--- src/rtl/vga_data_manager_pkg.sv ---
// rtl/vga_data_manager_pkg.sv - shared states and aux memory map for the VGA frame-refresh engine
package vga_data_manager_pkg;

    typedef enum logic [2:0] {
        ST_IDLE,
        ST_READ_CTRL,
        ST_READ_IBASE,
        ST_READ_DBASE,
        ST_COPY_CPU,
        ST_COPY_MEM
    } state_t;

    // Aux memory layout: header words, then CPU snapshot, then memory window
    localparam int CTRL_ADDR  = 0;
    localparam int IBASE_ADDR = 1;
    localparam int DBASE_ADDR = 2;
    localparam int CPU_BASE   = 3;
    localparam int MEM_BASE   = 13;

    // Control word bit positions
    localparam int CTRL_EN_BIT  = 0;
    localparam int CTRL_SRC_BIT = 1;

endpackage

--- src/rtl/vsync_edge_detector.sv ---
// rtl/vsync_edge_detector.sv - falling-edge detect on the active-low vertical sync
module vsync_edge_detector (
    input  logic clock_in,
    input  logic reset_in,
    input  logic v_sync_in,
    output logic falling_edge
);

    logic v_sync_prev;

    // History register idles high so a sync held low through reset is not seen as an edge
    always_ff @(posedge clock_in or posedge reset_in) begin
        if (reset_in) begin
            v_sync_prev <= 1'b1;
        end else begin
            v_sync_prev <= v_sync_in;
        end
    end

    assign falling_edge = v_sync_prev & ~v_sync_in;

endmodule

--- src/rtl/vga_data_manager.sv ---
// rtl/vga_data_manager.sv - copies CPU registers and a memory window into aux display memory per frame
module vga_data_manager
    import vga_data_manager_pkg::*;
#(
    parameter int DATA_WIDTH           = 16,
    parameter int MEMORY_ADDRESS_WIDTH = 11,
    parameter int AUX_ADDRESS_WIDTH    = 5,
    parameter int CPU_CONTENT_ELEMENTS = 10,
    parameter int MEMORY_ELEMENTS      = 10
) (
    input  logic                            clock_in,
    input  logic                            reset_in,
    input  logic                            v_sync_in,
    input  logic [DATA_WIDTH-1:0]           cpu_content_in,
    input  logic [DATA_WIDTH-1:0]           instruction_memory_in,
    input  logic [DATA_WIDTH-1:0]           data_memory_in,
    input  logic [DATA_WIDTH-1:0]           aux_data_in,
    output logic                            aux_wr_out,
    output logic [DATA_WIDTH-1:0]           aux_data_out,
    output logic [AUX_ADDRESS_WIDTH-1:0]    aux_raddress_out,
    output logic [AUX_ADDRESS_WIDTH-1:0]    aux_waddress_out,
    output logic [MEMORY_ADDRESS_WIDTH-1:0] instruction_address_out,
    output logic [MEMORY_ADDRESS_WIDTH-1:0] data_address_out,
    output logic [CPU_CONTENT_ELEMENTS-1:0] content_enable_out
);

    localparam int MAX_ELEMENTS = (CPU_CONTENT_ELEMENTS > MEMORY_ELEMENTS) ?
                                  CPU_CONTENT_ELEMENTS : MEMORY_ELEMENTS;
    localparam int CNT_WIDTH    = $clog2(MAX_ELEMENTS + 1);

    state_t                          state_q, state_d;
    logic [CNT_WIDTH-1:0]            cnt_q, cnt_d;
    logic [1:0]                      ctrl_q, ctrl_d;
    logic [MEMORY_ADDRESS_WIDTH-1:0] ibase_q, ibase_d;
    logic [MEMORY_ADDRESS_WIDTH-1:0] dbase_q, dbase_d;
    logic [MEMORY_ADDRESS_WIDTH-1:0] mem_addr;
    logic                            v_sync_fall;
    logic                            unused_bits;

    vsync_edge_detector u_vsync_edge_detector (
        .clock_in     (clock_in),
        .reset_in     (reset_in),
        .v_sync_in    (v_sync_in),
        .falling_edge (v_sync_fall)
    );

    // Header words above the base width carry nothing; the enable bit is consumed on the fly
    assign unused_bits = ^{aux_data_in[DATA_WIDTH-1:MEMORY_ADDRESS_WIDTH], ctrl_q[CTRL_EN_BIT]};

    // Window address wraps naturally at the memory address width
    assign mem_addr = (ctrl_q[CTRL_SRC_BIT] ? dbase_q : ibase_q) + MEMORY_ADDRESS_WIDTH'(cnt_q);

    // State, element counter and latched header fields
    always_ff @(posedge clock_in or posedge reset_in) begin
        if (reset_in) begin
            state_q <= ST_IDLE;
            cnt_q   <= '0;
            ctrl_q  <= '0;
            ibase_q <= '0;
            dbase_q <= '0;
        end else begin
            state_q <= state_d;
            cnt_q   <= cnt_d;
            ctrl_q  <= ctrl_d;
            ibase_q <= ibase_d;
            dbase_q <= dbase_d;
        end
    end

    // Next-state sequencing; sync edges outside IDLE are dropped, not queued
    always_comb begin
        state_d = state_q;
        cnt_d   = cnt_q;
        ctrl_d  = ctrl_q;
        ibase_d = ibase_q;
        dbase_d = dbase_q;
        unique case (state_q)
            ST_IDLE: begin
                cnt_d = '0;
                if (v_sync_fall) begin
                    state_d = ST_READ_CTRL;
                end
            end
            ST_READ_CTRL: begin
                ctrl_d  = aux_data_in[1:0];
                state_d = aux_data_in[CTRL_EN_BIT] ? ST_READ_IBASE : ST_IDLE;
            end
            ST_READ_IBASE: begin
                ibase_d = aux_data_in[MEMORY_ADDRESS_WIDTH-1:0];
                state_d = ST_READ_DBASE;
            end
            ST_READ_DBASE: begin
                dbase_d = aux_data_in[MEMORY_ADDRESS_WIDTH-1:0];
                cnt_d   = '0;
                state_d = ST_COPY_CPU;
            end
            ST_COPY_CPU: begin
                if (cnt_q == CNT_WIDTH'(CPU_CONTENT_ELEMENTS - 1)) begin
                    cnt_d   = '0;
                    state_d = ST_COPY_MEM;
                end else begin
                    cnt_d = cnt_q + 1'b1;
                end
            end
            ST_COPY_MEM: begin
                if (cnt_q == CNT_WIDTH'(MEMORY_ELEMENTS - 1)) begin
                    cnt_d   = '0;
                    state_d = ST_IDLE;
                end else begin
                    cnt_d = cnt_q + 1'b1;
                end
            end
            default: begin
                state_d = ST_IDLE;
                cnt_d   = '0;
            end
        endcase
    end

    // Outputs decoded from registered state; data is passed straight through
    always_comb begin
        aux_wr_out              = 1'b0;
        aux_data_out            = '0;
        aux_raddress_out        = '0;
        aux_waddress_out        = '0;
        instruction_address_out = '0;
        data_address_out        = '0;
        content_enable_out      = '0;
        unique case (state_q)
            ST_READ_CTRL:  aux_raddress_out = AUX_ADDRESS_WIDTH'(CTRL_ADDR);
            ST_READ_IBASE: aux_raddress_out = AUX_ADDRESS_WIDTH'(IBASE_ADDR);
            ST_READ_DBASE: aux_raddress_out = AUX_ADDRESS_WIDTH'(DBASE_ADDR);
            ST_COPY_CPU: begin
                aux_wr_out         = 1'b1;
                content_enable_out = CPU_CONTENT_ELEMENTS'(1) << cnt_q;
                aux_waddress_out   = AUX_ADDRESS_WIDTH'(CPU_BASE) + AUX_ADDRESS_WIDTH'(cnt_q);
                aux_data_out       = cpu_content_in;
            end
            ST_COPY_MEM: begin
                aux_wr_out       = 1'b1;
                aux_waddress_out = AUX_ADDRESS_WIDTH'(MEM_BASE) + AUX_ADDRESS_WIDTH'(cnt_q);
                if (ctrl_q[CTRL_SRC_BIT]) begin
                    data_address_out = mem_addr;
                    aux_data_out     = data_memory_in;
                end else begin
                    instruction_address_out = mem_addr;
                    aux_data_out            = instruction_memory_in;
                end
            end
            default: ;
        endcase
    end

endmodule

--- config.mk ---
export PLATFORM = sky130hd
export DESIGN_NAME = vga_data_manager
export DESIGN_NICKNAME = d
export VERILOG_FILES = /design/src/rtl/vga_data_manager_pkg.sv /design/src/rtl/vsync_edge_detector.sv /design/src/rtl/vga_data_manager.sv
export SDC_FILE = /design/constraint.sdc
export NUM_CORES = 1
export LEC_CHECK = 0
export ABC_AREA = 1
export ABC_CLOCK_PERIOD_IN_PS = 8200
export CORE_MARGIN = 2
export CORE_UTILIZATION = 55
export CTS_CLUSTER_SIZE = 20
export DETAILED_ROUTE_END_ITERATION = 16
export DONT_BUFFER_PORTS = 1
export GPL_ROUTABILITY_DRIVEN = 0
export PLACE_DENSITY = 0.71
export SYNTH_ARGS = -nofsm -noshare
export SYNTH_HDL_FRONTEND = slang
export SYNTH_SLANG_ARGS = --single-unit
--- constraint.sdc ---
create_clock -name clock_in -period 8.2 [get_ports clock_in]
set_input_delay 2.46 -clock clock_in [delete_from_list [all_inputs] [get_ports clock_in]]
set_output_delay 2.46 -clock clock_in [all_outputs]
set_load 0.005 [all_outputs]
======== Word-level counts from Yosys, hierarchy flattened ========
Index checks and enable logic that the tools add are counted.
word-level totals
  register bits ........................... 32
  bits in latches ......................... 0
  memory bits (writable) .................. 0
  bits in read-only memories .............. 0
  input port bits ......................... 67
  word-level logic and storage cells ...... 44
  memories kept ........................... 0
cells by class
  add/subtract/negate cells ............... 4
  $mul .................................... 0
  divide/modulo/power cells ............... 0
  $lt $le $gt $ge ......................... 0
  eq/ne operators ......................... 9
  shifts and indexed selects .............. 1
  muxes and demuxes ....................... 18
  bitwise operators ....................... 2
  reduce and logical (&&, ||, !) cells .... 4
operators by type and width
  cell                    count
  $mux W11                5
  $pmux W16 S2            1
  $pmux W3 S6             1
  $mux W16                1
  $add A11 B4 Y11         1
  $mux W10                1
  $pmux W5 S2             1
  $shl A1 B4 Y10 const A  1
  $mux W3                 3
  $pmux W4 S2             1
  $eq A3 B2 Y1 const B    2
  $eq A3 B3 Y1 const B    2
  $add A2 B4 Y5 const A   1
  $add A4 B4 Y5 const A   1
  $add A4 B1 Y4 const B   1
  $eq A4 B4 Y1 const B    1
  $mux W4                 1
  $ne A2 B2 Y1 const B    2
  $pmux W2 S2             1
  $reduce_or A2 Y1        2
  $eq A3 B1 Y1 const B    1
  $logic_not A3 Y1        1
  $reduce_and A3 Y1       1
  $mux W2                 1
  other kinds (4)         4

======== Depth between registers and ports, before layout ========
  depth in word-level cells ............... 4
  gate-level depth with buffers ........... 14
  depth with buffers taken out ............ 12

======== Hierarchy ========
A second synthesis with hierarchy kept.
second synthesis, totals
  cells, all modules ...................... 377
  area total of the unflattened synthesis .. 2472.4 um2
by module, submodules not included
  module               instances  cells an instance  area each (um2)  seq. area each (um2)
  vga_data_manager     1          373                2432.3           750.7
  vsync_edge_detector  1          4                  40.0             26.3

======== Least setup slack after synthesis ========
OpenSTA, ideal clock, no wires.
  path type ............................... input-to-output
  from .................................... input instruction_memory_in[0]
  to ...................................... output aux_data_out[0]
  data arrival time ....................... 2620 ps
  required time ........................... 5740 ps
  setup slack ............................. 3120 ps
  stages on the path ...................... 2
  path through ............................ nand3_1 -> nand3_1
between the ends
  cells in the longest elaborated chain, start to end .. 2
ends and longest elaborated chain
  what                RTL line                 RTL
  start: declaration  vga_data_manager.sv:15   input logic [DATA_WIDTH-1:0] instruction_memory_in,
  $mux W16            vga_data_manager.sv:142  if (ctrl_q[CTRL_SRC_BIT]) begin
  $pmux W16 S2        vga_data_manager.sv:129  unique case (state_q)
  end: declaration    vga_data_manager.sv:19   output logic [DATA_WIDTH-1:0] aux_data_out,
No other way between the ends.

======== Final worst setup path ========
  from .................................... input data_memory_in[12]
  to ...................................... output aux_data_out[12]
between the ends
  cells in the longest elaborated chain, start to end .. 2
ends and longest elaborated chain
  what                RTL line                 RTL
  start: declaration  vga_data_manager.sv:16   input logic [DATA_WIDTH-1:0] data_memory_in,
  $mux W16            vga_data_manager.sv:142
  $pmux W16 S2        vga_data_manager.sv:129
No other way between the ends.

==> out/metrics.csv <==
stage;metric;value;unit
logic_synthesis;post-synthesis simple-gate area fraction;0.410;
setup_path;cell mode on critical path;nand3_1;
clock_tree;Clk Tree Root Cell;clkbuf_8;
route;post-route ant nets;0;
route;vias per cell;5.60;
sta;Max Fclk;195;MHz
logic_synthesis;post-synthesis xor/xnor area fraction;0.0211;
logic_synthesis;largest family of logic cells by synthesized area;simple AND/OR/NAND/NOR gates;
die;Die Ht;71.2;µm
global_routing;first-pass GRT wire length;9290;µm
sta;Post-Route Setup TNS;0;ns
logic_synthesis;Synth Register Bits;31;
logic_synthesis;multiplexer share of the synthesized area;0;
setup_path;Crit. End Element;primary output;
logic_synthesis;Mapped Area;2480;µm²
clock_tree;cts hold-fix bufs;0;
setup_path;cell family with most CP delay;simple AND/OR/NAND/NOR gates;
final_layout;share of layout cells above drive strength 1;0.103;
route;via count;2350;
logic_synthesis;Synth warnings;0;
global_routing;Tot GR Track Use;0.228;
clock_tree;CTS Buf Count;5;
sta;min Tclk post-route;5.13;ns
clock_tree;post-CTS sizing;0;
global_routing;largest net degree at the start of global routing;37;
sta;Setup Viol. Count Final;0;
die;initial core utilization;0.571;
sta;Worst-Margin Slew;0.718;ns
setup_path;Worst Path Buf+Inv;0;
final_layout;nets;445;
power;Clk pwr share;0.144;
die;Die X;71.2;µm
die;Rows;24;
sta;skew final;0.00311;ns
clock_tree;Clock Tree Buf Depth;2;
run_status;outcome;completed;
setup_path;crit path max fanout;1;
power;Cell Int Power;0.000450;W
clock_tree;post-CTS setup buffers;0;
final_layout;commonest cells after routing, fill and taps aside;103 x nand2_1, 61 x nand3_1, 34 x inv_1, 34 x nor2_1, 30 x dfrtp_1;
sta;max-slew violations;0;
setup_path;Startpoint Class;input port;
logic_synthesis;number of distinct library cells after synthesis;37;
clock_tree;clk sink count;31;
placement;Placed Cells;412;
die;Ports;126;
route;drt wl/cell;14.2;µm
flow_run;max-cap violation count;0;
hold_path;Hold Crit Class;flip-flop to flip-flop;
setup_path;Setup CP Type;input port to primary output;
logic_synthesis;Compound-Gate Fraction of Synth Area;0.0871;
power;PwrDens;347;nW/µm²
clock_tree;clock slew at reported path FFs;0.06;ns
route;initial DRC count;134;
power;Leak;1.29;nW
logic_synthesis;sequential share of the synthesized area;0.313;
power;Flop pwr share;0.305;
sta;RSZ-0062 raised after global routing;no;
die;Die ar.;5070;µm²
sta;hold_ws;0.483;ns
sta;Final period util;0.625;
final_layout;commonest non-fill, non-tap cell in the layout;nand2_1;
sta;Slew HR;0.520;
setup_path;WP data required;5.74;ns
route;Total Wirelength;5940;µm
final_layout;final core occ;0.589;
placement;port bufs;0;
setup_path;Crit-path slowest cell;nand3_1;
global_routing;vias in the first global route;2042;
setup_path;crit path DAT;2.67;ns
sta;Hold Fails Final Rpt;0;
setup_path;r2r setup slk;6.51;ns
power;net switching fraction of the power;0.494;
clock_tree;CTS tree;yes;
final_layout;Layout area overhead;3.17;%
setup_path;crit-path cells;nand3_1 > nand3_1;
die;Core Footprint;4350;µm²
power;Comb pwr share;0.551;
route;DR DRC count;0;
power;switching power;0.000439;W
setup_path;Crit path largest cell delay;0.15;ns
final_layout;ant diodes;0;
final_layout;Non-Filler Instances;420;
route;DR pass1 iterations;5;
global_routing;GR Overflow Total;0;
placement;placed wire-length estimate;4540;µm
clock_tree;latest clock arrival within the worst-skew pair;0.28;ns
logic_synthesis;average size of a mapped cell;6.63;µm²
global_routing;initial antenna violation count;0;
power;Max VDD drop;0.000227;V
logic_synthesis;adder-cell share of the synthesized area;0.0614;
clock_tree;number of H-tree levels;2;
logic_synthesis;cell count after synthesis;375;
==> worst min-delay path, delay by kind of cell, from the launching register on <==
kind	cells	cell delay, ns
and+or+nand+nor	1	0.05
DFF	1	0.34
AOI/OAI and AO/OA	1	0.06
==> routing by layer <==
metal / track usage / part of all wire / vias up
met5: 0 / 0 / -
met2: 0.409 / 0.51 / 100
met3: 0.0366 / 0.075 / 5
met1: 0.281 / 0.41 / 1073
li1: - / - / 1172
met4: 0.0692 / 0.0098 / 0
==> cells in the mapped netlist <==
cell | number | share of area
a21oi_1 | 4 | 0.0081
buf_4 | 3 | 0.0091
o22ai_1 | 1 | 0.0025
nor2_1 | 34 | 0.051
inv_1 | 34 | 0.051
xnor2_1 | 2 | 0.0071
o31ai_1 | 1 | 0.0030
o21bai_1 | 1 | 0.0030
nand4_1 | 3 | 0.0076
a31oi_1 | 1 | 0.0025
nor3_1 | 5 | 0.010
nand2_4 | 1 | 0.0045
a21oi_2 | 1 | 0.0035
dfstp_2 | 1 | 0.011
nand2_1 | 103 | 0.16
or2_1 | 2 | 0.0050
nand2_2 | 10 | 0.025
o21ai_1 | 9 | 0.018
nor2_2 | 3 | 0.0076
clkbuf_1 | 5 | 0.0076
nand3_1 | 61 | 0.12
a21boi_0 | 1 | 0.0030
dfrtp_1 | 30 | 0.30
ha_1 | 9 | 0.045
or2_2 | 1 | 0.0025
xor2_1 | 4 | 0.014
buf_6 | 2 | 0.0091
clkbuf_2 | 1 | 0.0020
inv_2 | 7 | 0.011
o21ai_2 | 2 | 0.0071
o21ai_0 | 18 | 0.036
conb_1 | 1 | 0.0015
nor2_4 | 2 | 0.0091
fa_1 | 2 | 0.016
nor3_4 | 1 | 0.0065
nor4_1 | 1 | 0.0025
buf_2 | 8 | 0.016
==> final cells by class <==
| class | count | area, µm² |
|---|---|---|
| Fill cell | 448 | 1790 |
| Inverter | 41 | 154 |
| Multi-Input combinational cell | 286 | 1450 |
| Tap cell | 52 | 65.1 |
| Clock buffer | 8 | 100 |
| Sequential cell | 31 | 777 |
| Timing Repair Buffer | 2 | 15.0 |
==> per-stage QoR <==
| step | area, µm² | worst slack, ns | power [W] |
|---|---|---|---|
| 2_1_floorplan | 2490 | 3.12 | 0.000683 |
| 3_3_place_gp | 2460 | 3.06 | 0.000753 |
| 3_5_place_dp | 2460 | 3.06 | 0.000763 |
| 4_1_cts | 2560 | 3.06 | 0.000896 |
| 5_1_grt | 2560 | 3.03 | 0.000987 |
| 6_report | 2560 | 3.07 | 0.000890 |
==> path summary, 6_finish.rpt <==
path,startpoint,to,cells after the start
worst min register to register,ibase_q[1]$_DFFE_PP0N_,ibase_q[1]$_DFFE_PP0N_,2
worst min-delay path,ibase_q[1]$_DFFE_PP0N_,ibase_q[1]$_DFFE_PP0N_,2
worst max-delay path,data_memory_in[12],aux_data_out[12],2
min in group asynchronous,reset_in,dbase_q[0]$_DFFE_PP0P_,2
worst max register to register,state_q[2]$_DFFE_PP0P_,cnt_q[3]$_DFFE_PP0N_,5
max in group asynchronous,reset_in,u_vsync_edge_detector.v_sync_prev$_DFF_PP1_,2
==> power by group through the flow <==
stage	Sequential (W)	Clock (W)	Combinational, W
detailed placement	0.000273	0	0.000491
CTS	0.000271	0.000131	0.000493
finish	0.000271	0.000129	0.000490
global placement	0.000270	0	0.000483
global route	0.000280	0.000138	0.000568
floorplan	0.000263	0	0.000420
==> sequential cells by signal, summed over array words and instances (netlist names) <==
name	cells
dbase_q	11
ctrl_q	1
ibase_q	11
state_q	3
u_vsync_edge_detector.v_sync_prev	1
cnt_q	4
==> cell families after synthesis <==
kind of cell | count (synthesis)
compound gates | 39
xor+xnor | 6
fa+ha+maj | 11
buf+inv | 60
flops | 31
other cells | 1
simple gates | 227
Power figures use the tool's default switching activity.
